[config.mk]
export PLATFORM = sky130hd
export DESIGN_NAME = writeback_control
export DESIGN_NICKNAME = d
export VERILOG_FILES = /design/src/rtl/writeback_control.sv
export SDC_FILE = /design/constraint.sdc
export NUM_CORES = 1
export LEC_CHECK = 0
export CORE_ASPECT_RATIO = 0.8
export CORE_UTILIZATION = 36
export CTS_CLUSTER_SIZE = 16
export DETAILED_ROUTE_END_ITERATION = 16
export GPL_ROUTABILITY_DRIVEN = 0
export HOLD_SLACK_MARGIN = 0.02
export PLACE_DENSITY = 0.66
export REMOVE_ABC_BUFFERS = 1
export SYNTH_ARGS = -nofsm -noshare
export SYNTH_HDL_FRONTEND = slang
export SYNTH_SLANG_ARGS = --single-unit
[constraint.sdc]
create_clock -name clock -period 4.41 [get_ports clock]
set_input_delay 0.882 -clock clock [delete_from_list [all_inputs] [get_ports clock]]
set_output_delay 0.882 -clock clock [all_outputs]
set_load 0.01 [all_outputs]
[src/rtl/writeback_control.sv]
// Execute/memory/writeback pipeline tail with a per-register pending-write
// scoreboard. Decode is stalled while any source register still has a write
// in flight; results become visible only after their writeback cycle closes.
module writeback_control (
    input  logic        clock,
    input  logic        reset,
    input  logic        issue_valid,
    input  logic [19:0] issue_instruction,
    input  logic [3:0]  ReadAddressRF1,
    input  logic [3:0]  ReadAddressRF2,
    input  logic [15:0] alu_result,
    input  logic [15:0] mem_data,
    output logic        stall,
    output logic        WriteEnable,
    output logic [3:0]  WriteAddress,
    output logic [15:0] WriteData
);

    localparam logic [3:0] OP_NOP   = 4'b0000;
    localparam logic [3:0] OP_STORE = 4'b1100;
    localparam logic [3:0] OP_LOAD  = 4'b1011;

    logic [3:0]  opcode;
    logic [3:0]  dest;
    logic        is_writer;
    logic        is_load;
    logic        accept_write;
    logic        unused_bits;

    // Stage registers; WB dest/data double as the register-file write port.
    logic        ex_valid;
    logic        ex_load;
    logic [3:0]  ex_dest;
    logic        mem_valid;
    logic        mem_load;
    logic [3:0]  mem_dest;
    logic [15:0] mem_result;
    logic        wb_valid;
    logic [3:0]  wb_dest;
    logic [15:0] wb_data;

    // Pending-write counters, one per architectural register.
    logic [1:0]  pending [16];
    logic [15:0] inc_vec;
    logic [15:0] dec_vec;

    assign opcode      = issue_instruction[19:16];
    assign dest        = issue_instruction[15:12];
    assign unused_bits = ^issue_instruction[11:0];

    assign is_writer    = (opcode != OP_NOP) && (opcode != OP_STORE);
    assign is_load      = (opcode == OP_LOAD);
    assign stall        = (pending[ReadAddressRF1] != 2'd0) || (pending[ReadAddressRF2] != 2'd0);
    // Non-writing offers never need to travel down the pipe, so they enter EX as bubbles.
    assign accept_write = issue_valid && !stall && is_writer;

    assign WriteEnable  = wb_valid;
    assign WriteAddress = wb_dest;
    assign WriteData    = wb_data;

    // Advance the EX -> MEM -> WB pipe every cycle; bubbles carry zero dest/data into WB.
    always_ff @(posedge clock or posedge reset) begin
        if (reset) begin
            ex_valid   <= 1'b0;
            ex_load    <= 1'b0;
            ex_dest    <= 4'h0;
            mem_valid  <= 1'b0;
            mem_load   <= 1'b0;
            mem_dest   <= 4'h0;
            mem_result <= 16'h0000;
            wb_valid   <= 1'b0;
            wb_dest    <= 4'h0;
            wb_data    <= 16'h0000;
        end else begin
            ex_valid   <= accept_write;
            ex_load    <= accept_write && is_load;
            ex_dest    <= accept_write ? dest : 4'h0;
            mem_valid  <= ex_valid;
            mem_load   <= ex_load;
            mem_dest   <= ex_dest;
            mem_result <= alu_result;
            wb_valid   <= mem_valid;
            wb_dest    <= mem_valid ? mem_dest : 4'h0;
            if (!mem_valid) begin
                wb_data <= 16'h0000;
            end else if (mem_load) begin
                wb_data <= mem_data;
            end else begin
                wb_data <= mem_result;
            end
        end
    end

    // Decode which counters go up (new writer) and down (write completing) at this edge.
    always_comb begin
        inc_vec = 16'h0000;
        dec_vec = 16'h0000;
        if (accept_write) begin
            inc_vec[dest] = 1'b1;
        end
        if (WriteEnable) begin
            dec_vec[WriteAddress] = 1'b1;
        end
    end

    // Update the scoreboard; a simultaneous up and down on one register cancels out.
    always_ff @(posedge clock or posedge reset) begin
        if (reset) begin
            for (int i = 0; i < 16; i++) begin
                pending[i] <= 2'd0;
            end
        end else begin
            for (int i = 0; i < 16; i++) begin
                if (inc_vec[i] && !dec_vec[i]) begin
                    pending[i] <= pending[i] + 2'd1;
                end else if (dec_vec[i] && !inc_vec[i]) begin
                    pending[i] <= pending[i] - 2'd1;
                end
            end
        end
    end

    // Catch a counter wrapping past three writers or dropping below zero.
    always @(posedge clock) begin
        if (!reset) begin
            for (int i = 0; i < 16; i++) begin
                if (inc_vec[i] && !dec_vec[i]) begin
                    assert (pending[i] != 2'd3);
                end
                if (dec_vec[i] && !inc_vec[i]) begin
                    assert (pending[i] != 2'd0);
                end
            end
        end
    end

endmodule

==> flow_summary.json, run 1 <==
{
  "required_ns": 3.53,
  "hold_start": "ex_dest[3]$_DFF_PP0_",
  "final_max_slew_viol_count": 0,
  "p_sw_uw": 463,
  "ant_nets": 0,
  "vias": 2736,
  "cts_tree": "built",
  "endpoint_kind": "output port",
  "initialDrtViolationCount": 112,
  "die_h_um": 96.0,
  "cp.arrival_ns": 3.24,
  "leakage_nw": 1.86,
  "fin_crit_ns": 4.12,
  "grt_remaining_overflow": 0,
  "syn_avg_cell_area_um2": 11.4,
  "grt_pass1_vias": 2796,
  "clkTransAtPathRegs_ns": 0.06,
  "fin_setup_tns_ns": 0,
  "avgViaCountPerCell": 4.83,
  "rsz0062_at_grt": "no",
  "area_delta_synth_final_pct": 27.9,
  "tightest_slew_ns": 0.897,
  "powerDensity_nw_per_um2": 345,
  "die_w_um": 119,
  "rrSetupSlack_ns": 1.89,
  "start_util_pct": 37.9,
  "synth.ff_latch_count": 81,
  "track_usage_pct": 15.9,
  "hpwl_um": 6180,
  "drt-wirelength-per-cell_um": 14.5,
  "synth_ff_type": "dfrtp_1",
  "met1_length_um": 4250,
  "utilization_pct": 48.5,
  "ys_warn_count": 0,
  "irDropWorstVdd_uv": 220,
  "pwr-share-clk_pct": 40.0,
  "grt_max_degree": 45,
  "remaining_drc_errors": 0,
  "clockRootBuffer": "clkbuf_16",
  "netlist_area_um2": 3980,
  "place_area_um2": 4800,
  "cts_resized": 0,
  "maxCapViolCount": 0,
  "grt_pass1_wl_um": 14000,
  "antenna_found_initial": 0,
  "rr_worst_depth": 9,
  "fmax_ghz": 0.242,
  "top_layer_used": "met4",
  "cts_post_setup_buffers_inserted": 0,
  "yosysSeqAreaShare_pct": 51.0,
  "internal-power_mw": 1.29,
  "run_status": "completed",
  "cts_hold_buffers": 0,
  "io_buffers": 72,
  "fillers": 958,
  "finalSetupViolCount": 0,
  "startpoint_type": "primary input",
  "synth-edff-count": 0,
  "design.core.area_um2": 10500,
  "wl_met3_um": 301,
  "holdPathEnd": "mem_dest[3]$_DFF_PP0_",
  "async_reset_ff_share_pct": 100,
  "finalCritPeriodShare_pct": 93.5,
  "dieArea_um2": 11500,
  "clk_path_buf_depth": 2,
  "numCtsBuffers": 9,
  "synth_cell_types": 39,
  "r2r_end": "pending[9]$_DFFE_PP0P_",
  "antenna_cells_inserted": 0,
  "design_area_um2": 5080,
  "netSwitchingFraction_pct": 26.4,
  "skew_ns": 0.00484,
  "synthCells": 348,
  "crit_fanout": 14,
  "criticalPathCategory": "in2out",
  "hold_path.class": "reg2reg",
  "cts_max_level": 3,
  "num_io_pins": 85,
  "seqPwrFrac_pct": 48.4,
  "rr_startpoint": "pending[0]$_DFFE_PP0P_",
  "final_hold_viol_count": 0,
  "maxSlewHeadroom_pct": 40.2,
  "comb_power_share_pct": 11.7,
  "p_total_mw": 1.75,
  "wirelength_um": 8230,
  "first_pass_iters": 4,
  "hold_path_depth": 0,
  "drive_gt1_share_pct": 10.8,
  "dr_wl_met2_um": 3560,
  "cts.sinks": 81,
  "clk_latency_ns": 0.34,
  "num_rows": 33,
  "nNetsFinal": 500
}
[kinds of logic (layout without fill, tap and decap cells)]
| group | Yosys count | in the layout | synth area share, % |
|---|---|---|---|
| AOI/OAI and AO/OA | 24 | 24 | 4.38 |
| xor gates and xnor gates | 49 | 49 | 10.8 |
| adders and majority gates | 16 | 16 | 5.04 |
| buffers and inverters | 18 | 96 | 2.83 |
| DFF | 81 | 81 | 51.0 |
| muxes | 16 | 16 | 4.03 |
| and+or+nand+nor | 144 | 144 | 21.9 |
[cell usage after synthesis, drive strengths merged, types with 3 or more instances]
library cell / count / area share [%]
dfrtp: 81 / 51
xor2: 33 / 7.3
nor2: 30 / 2.8
nor3: 30 / 6.3
nor2b: 22 / 3.5
nand2: 19 / 1.8
ha: 16 / 5.0
mux2i: 16 / 4.0
nand3: 16 / 2.0
xnor2: 16 / 3.5
buf: 9 / 2.0
nand4: 7 / 1.6
a21oi: 6 / 0.76
a31oi: 5 / 0.79
and2: 5 / 0.79
inv: 5 / 0.47
nor4b: 5 / 1.3
clkbuf: 4 / 0.38
nor4: 3 / 0.47
o211ai: 3 / 0.82
o21ai: 3 / 0.38
[worst max-delay path by stage]
| stage | startpoint | end | slack [ns] | depth (start not counted) |
|---|---|---|---|---|
| after floorplan | ReadAddressRF1[0] | stall | 1.18 | 5 |
| after global placement | ReadAddressRF2[0] | stall | 0.38 | 7 |
| after detailed placement | ReadAddressRF1[0] | stall | 0.32 | 7 |
| after CTS | ReadAddressRF1[0] | stall | 0.29 | 7 |
| after global routing | ReadAddressRF2[0] | stall | 0.11 | 7 |
| final | ReadAddressRF1[0] | stall | 0.29 | 7 |
[sequential cells by signal (all words and copies together), names as in the netlist]
name	flops
pending	32
WriteData	16
mem_result	16
WriteAddress	4
ex_dest	4
mem_dest	4
WriteEnable	1
ex_load	1
ex_valid	1
mem_load	1
mem_valid	1
[power groups by stage]
stage	sequential (mW)	clock (mW)	combinational, mW
2_1_floorplan	0.852	0	0.114
3_3_place_gp	0.859	0	0.199
3_5_place_dp	0.862	0	0.206
4_1_cts	0.849	0.722	0.207
5_1_grt	0.858	0.747	0.228
6_report	0.849	0.702	0.205
[final cells by class]
class | instances | area [µm²] | area share [%]
Multi-Input combinational cell | 249 | 1840 | 36.1
Clock inverter | 7 | 57.6 | 1.13
Timing Repair Buffer | 75 | 743 | 14.6
Tap cell | 140 | 175 | 3.45
Clock buffer | 9 | 225 | 4.43
Inverter | 5 | 20.0 | 0.394
Sequential cell | 81 | 2030 | 39.9
[metal layers]
| metal | global-route usage, % | vias to the layer above |
|---|---|---|
| met4 | 6.15 | 0 |
| met3 | 4.03 | 10 |
| met1 | 22.6 | 1332 |
| met5 | 0 | - |
| li1 | - | 1344 |
| met2 | 23.3 | 50 |
[placed cells by master, fill, tap and decap left out, types with 9 or more instances in the layout]
cell type,n
nor3_1,10
clkbuf_16,9
mux2i_1,16
nand2_1,19
dfrtp_1,81
xor2_1,33
nand3_1,16
ha_1,16
xnor2_1,16
nor2b_1,22
clkdlybuf4s50_1,72
nor3_2,20
nor2_1,30
[through the flow]
stage                     instances  setup WS, ns  hold WS, ns
final                           566         0.285        0.348
after global routing            566         0.108        0.356
after CTS                       566         0.293        0.351
after detailed placement        550         0.318        0.336
after global placement          550         0.384        0.332
after floorplan                 335          1.18        0.331
[critical path: stages]
cell and delay (ns):
clkdlybuf4s50_1 0.80, nor3_1 0.10, a2111oi_0 0.49, a21oi_1 0.10
nand4_2 0.13, or2_1 0.17, clkdlybuf4s50_1 0.55
Power figures use the tool's default switching activity.
==> inputs of run 2 (changes only) <==
Settings changed: GPL_ROUTABILITY_DRIVEN 0 to not set.
==> results of run 2 <==
No change in the layout: final DEF, timing and power equal those of run 1.
==> inputs of run 3 (changes only) <==
Settings changed: CAP_MARGIN set to 20.
Clock period 4.41 ns to 4.5 ns, I/O delays scaled along.
==> run 3 against run 2 <==
Net effect: via count grew 1.5%; first-iteration DRC count is 20% higher; largest cell class unchanged; non-clock buffer count rose by 1; setup slack improved by 0.093 ns; critical path depth unchanged; cell count is 0.18% higher; sequential share of layout area is 0.49 points lower; highest routed layer unchanged; critical endpoint unchanged; clock power increased by 11%; die area stayed put.
==> flow_summary.json, run 3 (synthesis results as in run 1) <==
{
  "hold_path.class": "reg2reg",
  "top_register": "pending",
  "cts_resized": 0,
  "rr_startpoint": "pending[17]$_DFFE_PP0P_",
  "run_status": "completed",
  "grt_max_degree": 60,
  "finalCritPeriodShare_pct": 91.6,
  "finalWeightedCongestion": 0.836,
  "fin_crit_ns": 4.12,
  "placed_cells": 550,
  "die_h_um": 96.0,
  "dieArea_um2": 11500,
  "cts_max_level": 3,
  "maxSlewHeadroom_pct": 39.8,
  "required_ns": 3.60,
  "initialDrtViolationCount": 134,
  "clk_latency_ns": 0.34,
  "io_buffers": 72,
  "drt-wirelength-per-cell_um": 14.7,
  "leakage_nw": 1.88,
  "wirelength_um": 8310,
  "vias": 2777,
  "grt_use_met1_pct": 22.3,
  "irDropWorstVdd_uv": 229,
  "clk_path_buf_depth": 2,
  "die_w_um": 119,
  "antenna_cells_inserted": 0,
  "maxCapViolCount": 0,
  "final_common_cell": "dfrtp_1",
  "fin_setup_tns_ns": 0,
  "hpwl_um": 6240,
  "clockRootBuffer": "clkbuf_16",
  "powerDensity_nw_per_um2": 352,
  "grt_pass1_vias": 2682,
  "num_io_pins": 85,
  "r2r_end": "pending[9]$_DFFE_PP0P_",
  "criticalPathCategory": "in2out",
  "largest_register_ffs": 32,
  "numCtsBuffers": 9,
  "num_rows": 33,
  "antenna_found_initial": 0,
  "remaining_drc_errors": 0,
  "track_usage_pct": 16.0,
  "grt_use_met2_pct": 23.3,
  "hold_path_depth": 0,
  "cts.sinks": 81,
  "startpoint_type": "primary input",
  "cts_tree": "built",
  "ant_nets": 0,
  "fmax_ghz": 0.243,
  "final_hold_viol_count": 0,
  "avgViaCountPerCell": 4.90,
  "endpoint_kind": "output port",
  "clkTransAtPathRegs_ns": 0.06,
  "rsz0062_at_grt": "no",
  "grt_busiest_layer": "met2",
  "final_cells": 567,
  "final_cell_mix": "dfrtp_1 (81), clkdlybuf4s50_1 (72), xor2_1 (33)",
  "drive_gt1_share_pct": 10.8,
  "final_max_slew_viol_count": 0,
  "hold_start": "ex_dest[0]$_DFF_PP0_",
  "first_pass_iters": 4,
  "skew_ns": 0.00447,
  "met3_usage_pct": 4.62,
  "tightest_slew_ns": 0.903,
  "nNetsFinal": 501,
  "start_util_pct": 37.9,
  "cts_hold_buffers": 0,
  "area_delta_synth_final_pct": 29.5,
  "finalSetupViolCount": 0,
  "cp.arrival_ns": 3.22,
  "holdPathEnd": "mem_dest[0]$_DFF_PP0_",
  "crit_fanout": 16,
  "grt_remaining_overflow": 0,
  "rr_worst_depth": 9,
  "rrSetupSlack_ns": 2.05,
  "design.core.area_um2": 10500,
  "cts_post_setup_buffers_inserted": 0,
  "grt_pass1_wl_um": 13800
}
==> run 3: metal layers <==
metal / routed length, µm / vias to the layer above
li1: - / 1351
met1: 4270 / 1359
met2: 3510 / 54
met3: 375 / 13
met4: 154 / 0
met5: 0 / -
==> run 3: cell type report <==
type                            instances  area [µm²]
Clock buffer                           10         229
Clock inverter                          6        90.1
Fill cell                             954        5340
Inverter                                5        20.0
Multi-Input combinational cell        249        1840
Sequential cell                        81        2030
Tap cell                              140         175
Timing Repair Buffer                   76         771
==> run 3: critical path, cell delays in order <==
cell and delay, ns:
clkdlybuf4s50_1 0.82, nor3_1 0.09, a2111oi_0 0.42, a41oi_1 0.11
nand4_2 0.16, or2_1 0.16, clkdlybuf4s50_1 0.56
==> run 3: worst max-delay path by stage <==
stage                      start     to  cells after the start
2_1_floorplan  ReadAddressRF1[0]  stall                      5
3_3_place_gp   ReadAddressRF2[0]  stall                      7
3_5_place_dp   ReadAddressRF2[0]  stall                      7
4_1_cts        ReadAddressRF2[0]  stall                      7
5_1_grt        ReadAddressRF2[0]  stall                      7
6_report       ReadAddressRF2[0]  stall                      7
==> run 3: power breakdown <==
part / switching [mW] / internal (mW) / leakage (nW)
Combinational: 0.0952 / 0.107 / 0.787
Sequential: 0.0530 / 0.779 / 0.944
Clock: 0.292 / 0.489 / 0.153
Total: 0.440 / 1.37 / 1.88
==> run 3: stage by stage <==
stage,worst slack [ns],cell area [µm²],hold slack [ns],util (%),power [mW]
after global placement,0.457,4800,0.333,45.8,1.04
after CTS,0.402,5120,0.349,48.8,1.83
after floorplan,1.24,3880,0.331,-,0.947
final,0.378,5150,0.347,49.1,1.81
after detailed placement,0.430,4800,0.336,45.8,1.05
after global routing,0.137,5150,0.353,49.1,1.89
